**src/rtl/rom_dl_ctrl.sv**
```systemverilog
// Turns the flat HPS ioctl byte stream into region-local BRAM writes, tracks length/checksum,
// and holds the arcade core in reset until a complete download has settled.
module rom_dl_ctrl #(
  parameter int AW          = 17,
  parameter int R0_SIZE     = 16384,
  parameter int R1_SIZE     = 8192,
  parameter int R2_SIZE     = 8192,
  parameter int R3_SIZE     = 512,
  parameter int HOLD_CYCLES = 256
) (
  input  logic          clk_sys,
  input  logic          reset_n,
  input  logic          ioctl_download,
  input  logic          ioctl_wr,
  input  logic [24:0]   ioctl_addr,
  input  logic [7:0]    ioctl_dout,
  input  logic          user_reset,
  output logic [AW-1:0] dn_addr,
  output logic [7:0]    dn_data,
  output logic [3:0]    dn_wr,
  output logic          core_reset,
  output logic          rom_loaded,
  output logic          dl_error,
  output logic [15:0]   checksum
);

  localparam int TOTAL = R0_SIZE + R1_SIZE + R2_SIZE + R3_SIZE;
  localparam int HW    = $clog2(HOLD_CYCLES + 1);

  localparam logic [24:0] B1 = 25'(R0_SIZE);
  localparam logic [24:0] B2 = 25'(R0_SIZE + R1_SIZE);
  localparam logic [24:0] B3 = 25'(R0_SIZE + R1_SIZE + R2_SIZE);
  localparam logic [24:0] B4 = 25'(TOTAL);

  localparam logic [3:0][24:0] LIMITS = {B4, B3, B2, B1};
  localparam logic [3:0][24:0] BASES  = {B3, B2, B1, 25'd0};

  typedef enum logic [1:0] {S_IDLE, S_LOAD, S_HOLD, S_RUN} state_t;

  state_t        r_state;
  logic          r_dl_q;
  logic [24:0]   r_cnt;
  logic [HW-1:0] r_hold;
  logic [AW-1:0] r_dn_addr;
  logic [7:0]    r_dn_data;
  logic [3:0]    r_dn_wr;
  logic          r_core_reset;
  logic          r_rom_loaded;
  logic          r_dl_error;
  logic [15:0]   r_checksum;

  logic [3:0]    w_lt;
  logic [3:0]    w_hit;
  logic [24:0]   w_base;
  logic [AW-1:0] w_off;
  logic          w_in_range;
  logic          w_rise;
  logic          w_fall;
  logic          w_accept;
  logic          w_good;
  logic          w_bad;
  logic [24:0]   w_cnt_cur;
  logic [15:0]   w_sum_cur;
  logic          w_err_cur;

  // Region n is hit when the address is below its limit but not below the previous one.
  genvar gi;
  generate
    for (gi = 0; gi < 4; gi++) begin : g_region
      assign w_lt[gi] = (ioctl_addr < LIMITS[gi]);
      if (gi == 0) begin : g_first
        assign w_hit[gi] = w_lt[gi];
      end else begin : g_rest
        assign w_hit[gi] = w_lt[gi] & ~w_lt[gi-1];
      end
    end
  endgenerate

  always_comb begin
    w_base = '0;
    for (int i = 0; i < 4; i++) begin
      if (w_hit[i]) w_base = BASES[i];
    end
  end

  assign w_off      = AW'(ioctl_addr - w_base);
  assign w_in_range = w_lt[3];
  assign w_rise     = ioctl_download & ~r_dl_q;
  assign w_fall     = ~ioctl_download & r_dl_q;
  // Writes only count inside a download window that this block saw open.
  assign w_accept   = ioctl_wr & ioctl_download & (w_rise | (r_state == S_LOAD));
  assign w_good     = w_accept & w_in_range;
  assign w_bad      = w_accept & ~w_in_range;

  // A rise clears the bookkeeping in the same cycle that may also carry the first byte.
  assign w_cnt_cur  = w_rise ? '0    : r_cnt;
  assign w_sum_cur  = w_rise ? '0    : r_checksum;
  assign w_err_cur  = w_rise ? 1'b0  : r_dl_error;

  always_ff @(posedge clk_sys or negedge reset_n) begin
    if (!reset_n) begin
      r_state      <= S_IDLE;
      r_dl_q       <= 1'b1;  // a window already open at reset release must not look like a rise
      r_cnt        <= '0;
      r_hold       <= '0;
      r_dn_addr    <= '0;
      r_dn_data    <= '0;
      r_dn_wr      <= '0;
      r_core_reset <= 1'b1;
      r_rom_loaded <= 1'b0;
      r_dl_error   <= 1'b0;
      r_checksum   <= '0;
    end else begin
      r_dl_q     <= ioctl_download;
      r_dn_wr    <= '0;
      if (w_good) begin
        r_dn_wr   <= w_hit;
        r_dn_addr <= w_off;
        r_dn_data <= ioctl_dout;
      end
      r_cnt        <= (w_good && !(&w_cnt_cur)) ? w_cnt_cur + 25'd1 : w_cnt_cur;
      r_checksum   <= w_good ? w_sum_cur + {8'h00, ioctl_dout} : w_sum_cur;
      r_dl_error   <= w_err_cur | w_bad;
      r_core_reset <= 1'b1;

      if (w_rise) begin
        r_state      <= S_LOAD;
        r_rom_loaded <= 1'b0;
      end else begin
        case (r_state)
          S_LOAD: begin
            if (w_fall) begin
              if ((r_cnt == B4) && !r_dl_error) begin
                r_state <= S_HOLD;
                r_hold  <= '0;
              end else begin
                r_state    <= S_IDLE;
                r_dl_error <= 1'b1;
              end
            end
          end
          S_HOLD: begin
            if (r_hold == HW'(HOLD_CYCLES - 1)) begin
              r_state      <= S_RUN;
              r_rom_loaded <= 1'b1;
              r_core_reset <= user_reset;
            end else begin
              r_hold <= r_hold + HW'(1);
            end
          end
          S_RUN:   r_core_reset <= user_reset;
          default: ;
        endcase
      end
    end
  end

  assign dn_addr    = r_dn_addr;
  assign dn_data    = r_dn_data;
  assign dn_wr      = r_dn_wr;
  assign core_reset = r_core_reset;
  assign rom_loaded = r_rom_loaded;
  assign dl_error   = r_dl_error;
  assign checksum   = r_checksum;

endmodule
```
**config.mk**
```make
export PLATFORM = sky130hd
export DESIGN_NAME = rom_dl_ctrl
export DESIGN_NICKNAME = d
export VERILOG_FILES = /design/src/rtl/rom_dl_ctrl.sv
export SDC_FILE = /design/constraint.sdc
export NUM_CORES = 1
export LEC_CHECK = 0
export CORE_MARGIN = 4
export CORE_UTILIZATION = 45
export DETAILED_ROUTE_END_ITERATION = 6
export GPL_ROUTABILITY_DRIVEN = 0
export GPL_TIMING_DRIVEN = 0
export HOLD_SLACK_MARGIN = 0.12
export MAX_ROUTING_LAYER = met4
export PLACE_DENSITY = 0.77
export SKIP_CTS_REPAIR_TIMING = 1
export SYNTH_ARGS = -nofsm -noshare
export SYNTH_HDL_FRONTEND = slang
export SYNTH_SLANG_ARGS = --single-unit
```
**constraint.sdc**
```tcl
create_clock -name clk_sys -period 5.6 [get_ports clk_sys]
set_clock_uncertainty 0.15 [all_clocks]
set_input_delay 0.84 -clock clk_sys [delete_from_list [all_inputs] [get_ports clk_sys]]
set_output_delay 0.84 -clock clk_sys [all_outputs]
set_load 0.05 [all_outputs]
```
==> flow_metrics.env <==
export IMPL_clock_fmax_mhz=224
export IMPL_required_ns=5.68
export IMPL_core_um2=9820
export IMPL_grt_max_degree=61
export IMPL_wl_per_cell_um=15.6
export IMPL_drc_errors=0
export IMPL_reg2regPathDepth=15
export IMPL_r2r_start="r_dl_q"
export IMPL_grt_pass1_wl_um=19400
export IMPL_cts_made_buffers=9
export IMPL_status="complete, no violations"
export IMPL_grt_total_usage_pct=21.2
export IMPL_fin_cells=735
export IMPL_die_h_um=109
export IMPL_syn_cell_area_um2=4560
export IMPL_die_area_um2=11800
export IMPL_antenna_found_initial=0
export IMPL_grt_setup_unrepaired="no"
export IMPL_h_tree_depth=3
export IMPL_yosysUniqueCellTypes=55
export IMPL_synth_seq_cells=85
export IMPL_clk_pin_slew_ns=0.09
export IMPL_crit_path_start_kind="primary input"
export IMPL_drtIter0Drc=235
export IMPL_period_needed_ns=4.47
export IMPL_async_reset_ff_share_pct=100
export IMPL_vdd_drop_max_v=0.000125
export IMPL_ant_nets=0
export IMPL_port_buffers=85
export IMPL_clock_path_buffers=2
export IMPL_ff_latch_area_um2=2130
export IMPL_cts_tree="yes"
export IMPL_viasPerCell=5.30
export IMPL_powerDensity_nw_per_um2=215
export IMPL_max_cap_violations=0
export IMPL_drv_slew=0
export IMPL_dp_hpwl_um=8500
export IMPL_fin_setup_tns_ns=0
export IMPL_place_inst=719
export IMPL_setup_viol=0
export IMPL_max_slew_margin_pct=26.9
export IMPL_syn_num_nets=556
export IMPL_crit_fanout=10
export IMPL_period_share_pct=79.9
export IMPL_start_util_pct=46.4
export IMPL_p_leak_nw=2.67
export IMPL_num_antenna_cells=0
export IMPL_yosysWarnings=0
export IMPL_vias=3899
export IMPL_finalNetCount=653
export IMPL_ys_flop_type="dfrtp_1"
export IMPL_clock_sinks=85
export IMPL_n_fill_cell=863
export IMPL_dieWidth_um=109
export IMPL_num_rows=36
export IMPL_syn_inst=500
export IMPL_crit_path_cell_trace="clkdlybuf4s50_1 -> ha_1 -> buf_4 -> clkbuf_1 -> clkbuf_1 -> nor2b_1 -> ha_1 -> inv_1 -> fa_1 -> nor2b_1 -> o2111ai_1 -> a31oi_1 -> nand4_1 -> xor2_1 -> nor2_1"
export IMPL_ys_seq_area_share_pct=46.7
export IMPL_worst_slew_pin_slew_ns=1.09
export IMPL_synthToLayoutAreaGrowth_pct=27.7
export IMPL_finalWirelength_um=11500
export IMPL_grt_overflow=0
export IMPL_timing_rr_end="checksum[10]"
export IMPL_max_stage_delay_ns=0.51
export IMPL_multi_input_area_um2=2270
export IMPL_cts_root_buf="clkbuf_8"
export IMPL_clock_latency_ns=0.36
export IMPL_syn_mean_instance_area_um2=9.12
export IMPL_hold_path_class="primary input to asynchronous set/reset pin"
export IMPL_setup_worst_path_end_class="register"
export IMPL_path_class="primary input to register"
export IMPL_first_global_vias=3954
export IMPL_pin_count=86
export IMPL_synth_edff_count=0
export IMPL_cp_slowest_cell="clkdlybuf4s50_1"
export IMPL_hold_viol=0
export IMPL_layout_drive_gt1_share_pct=6.31
export IMPL_drtPass1Iterations=4
export IMPL_cp_arrival_ns=4.56
export IMPL_reg2reg_slack_ns=1.62
-- worst max path at each step --
| stage | from | endpoint | slack [ns] |
|---|---|---|---|
| 3_5_place_dp | ioctl_download | checksum[15] | 0.76 |
| 6_report | ioctl_download | checksum[10] | 1.13 |
| 5_1_grt | ioctl_download | checksum[10] | 0.82 |
| 3_3_place_gp | reset_n | r_hold[7] | 0.49 |
| 4_1_cts | ioctl_download | checksum[15] | 1.14 |
| 2_1_floorplan | ioctl_download | checksum[15] | 2.03 |
-- registers in the layout (all words and copies together) (netlist names) --
signal and flops:
r_dl_q 1, dn_addr 17, rom_loaded 1, core_reset 1, dl_error 1, r_cnt 25
checksum 16, dn_data 8, r_state 2, r_hold 9, dn_wr 4
-- routing by layer --
| metal | up-vias | wire, um | share of wire [%] | GRT usage [%] |
|---|---|---|---|---|
| met5 | - | 0 | 0 | - |
| li1 | 1903 | - | - | - |
| met1 | 1876 | 5220 | 45 | 27.8 |
| met4 | 0 | 254 | 2.2 | 8.48 |
| met3 | 20 | 548 | 4.8 | 2.84 |
| met2 | 100 | 5450 | 47 | 33.5 |
-- cells by family (layout without fill, tap and decap cells) --
logic type	Yosys count	after routing	share of synthesized area (%)
xor+xnor	27	27	5.19
mux	6	6	1.56
compound gates	59	59	8.40
flops	85	85	46.7
buf+inv	37	139	3.48
fa+ha+maj	18	18	5.27
simple gates	268	268	29.4
-- synth_stat cells, drive strengths merged, types with 3 or more instances --
master   count  area [um^2]
a21o         5         37.5
and2         3         18.8
nand3b       4         30.0
clkbuf      13         48.8
a211oi       4         42.5
nor4         7         56.3
o21ai       20          100
nand2b       5         31.3
nand4       14         87.6
xor2        13          114
and4b        3         30.0
a21oi        9         45.0
buf          8         50.0
nand3       18         90.1
o31ai        5         37.5
a31oi        5         31.3
and3         8         50.1
o2111ai      3         26.3
mux2         6         71.3
and4         4         40.0
nor3        11         66.3
nor2        50          188
dfrtp       83         2080
nor2b       27          169
nand2       99          372
ha          16          200
inv         16         60.1
xnor2       14          123
or3          6         37.5
-- where the power goes --
| group | switching [mW] | leakage, nW | internal, mW |
|---|---|---|---|
| clock | 0.237 | 0.106 | 0.253 |
| combinational | 0.0638 | 1.39 | 0.0526 |
| sequential | 0.0153 | 1.17 | 0.629 |
| total | 0.316 | 2.67 | 0.934 |
-- cell usage in the layout, fill, tap and decap left out, drive strengths merged, types with 3 or more instances in the layout --
cell type	instances
a21oi	9
ha	16
buf	10
and2	3
nor4	7
nand2	99
o21ai	20
or3	6
nand3	18
nor3	11
nor2	50
nand4	14
o2111ai	3
nand3b	4
nand2b	5
a31oi	5
o31ai	5
mux2	6
clkdlybuf4s50	84
xor2	13
and4b	3
a21o	5
xnor2	14
dfrtp	83
nor2b	27
a211oi	4
and4	4
clkbuf	22
inv	17
and3	8
-- metrics by stage --
stage	cell area [um^2]	hold slack, ns	setup WS (ns)	util (%)	power, mW
4_1_cts	5820	0.243	1.14	59.3	1.25
5_1_grt	5820	0.254	0.825	59.3	1.29
2_1_floorplan	4560	0.308	2.03	-	0.706
3_3_place_gp	5580	0.299	0.489	56.8	0.766
3_5_place_dp	5600	0.309	0.757	57.1	0.773
6_report	5820	0.235	1.13	59.3	1.25
-- layout make-up --
| cell class | count | share of cell area, % |
|---|---|---|
| Buffer | 21 | 1.70 |
| Clock buffer | 9 | 2.13 |
| Clock inverter | 7 | 1.68 |
| Inverter | 16 | 1.03 |
| Multi-Input combinational cell | 378 | 39.0 |
| Sequential cell | 85 | 36.6 |
| Tap cell | 133 | 2.86 |
| Timing Repair Buffer | 86 | 15.0 |
-- critical path: cells and delay by family --
family	cells	cell delay, ns
xor+xnor	1	0.21
fa+ha+maj	3	0.91
buf+inv	5	1.40
simple gates	4	0.64
compound gates	2	0.56
Note: power is estimated with default switching activity, not from simulation.
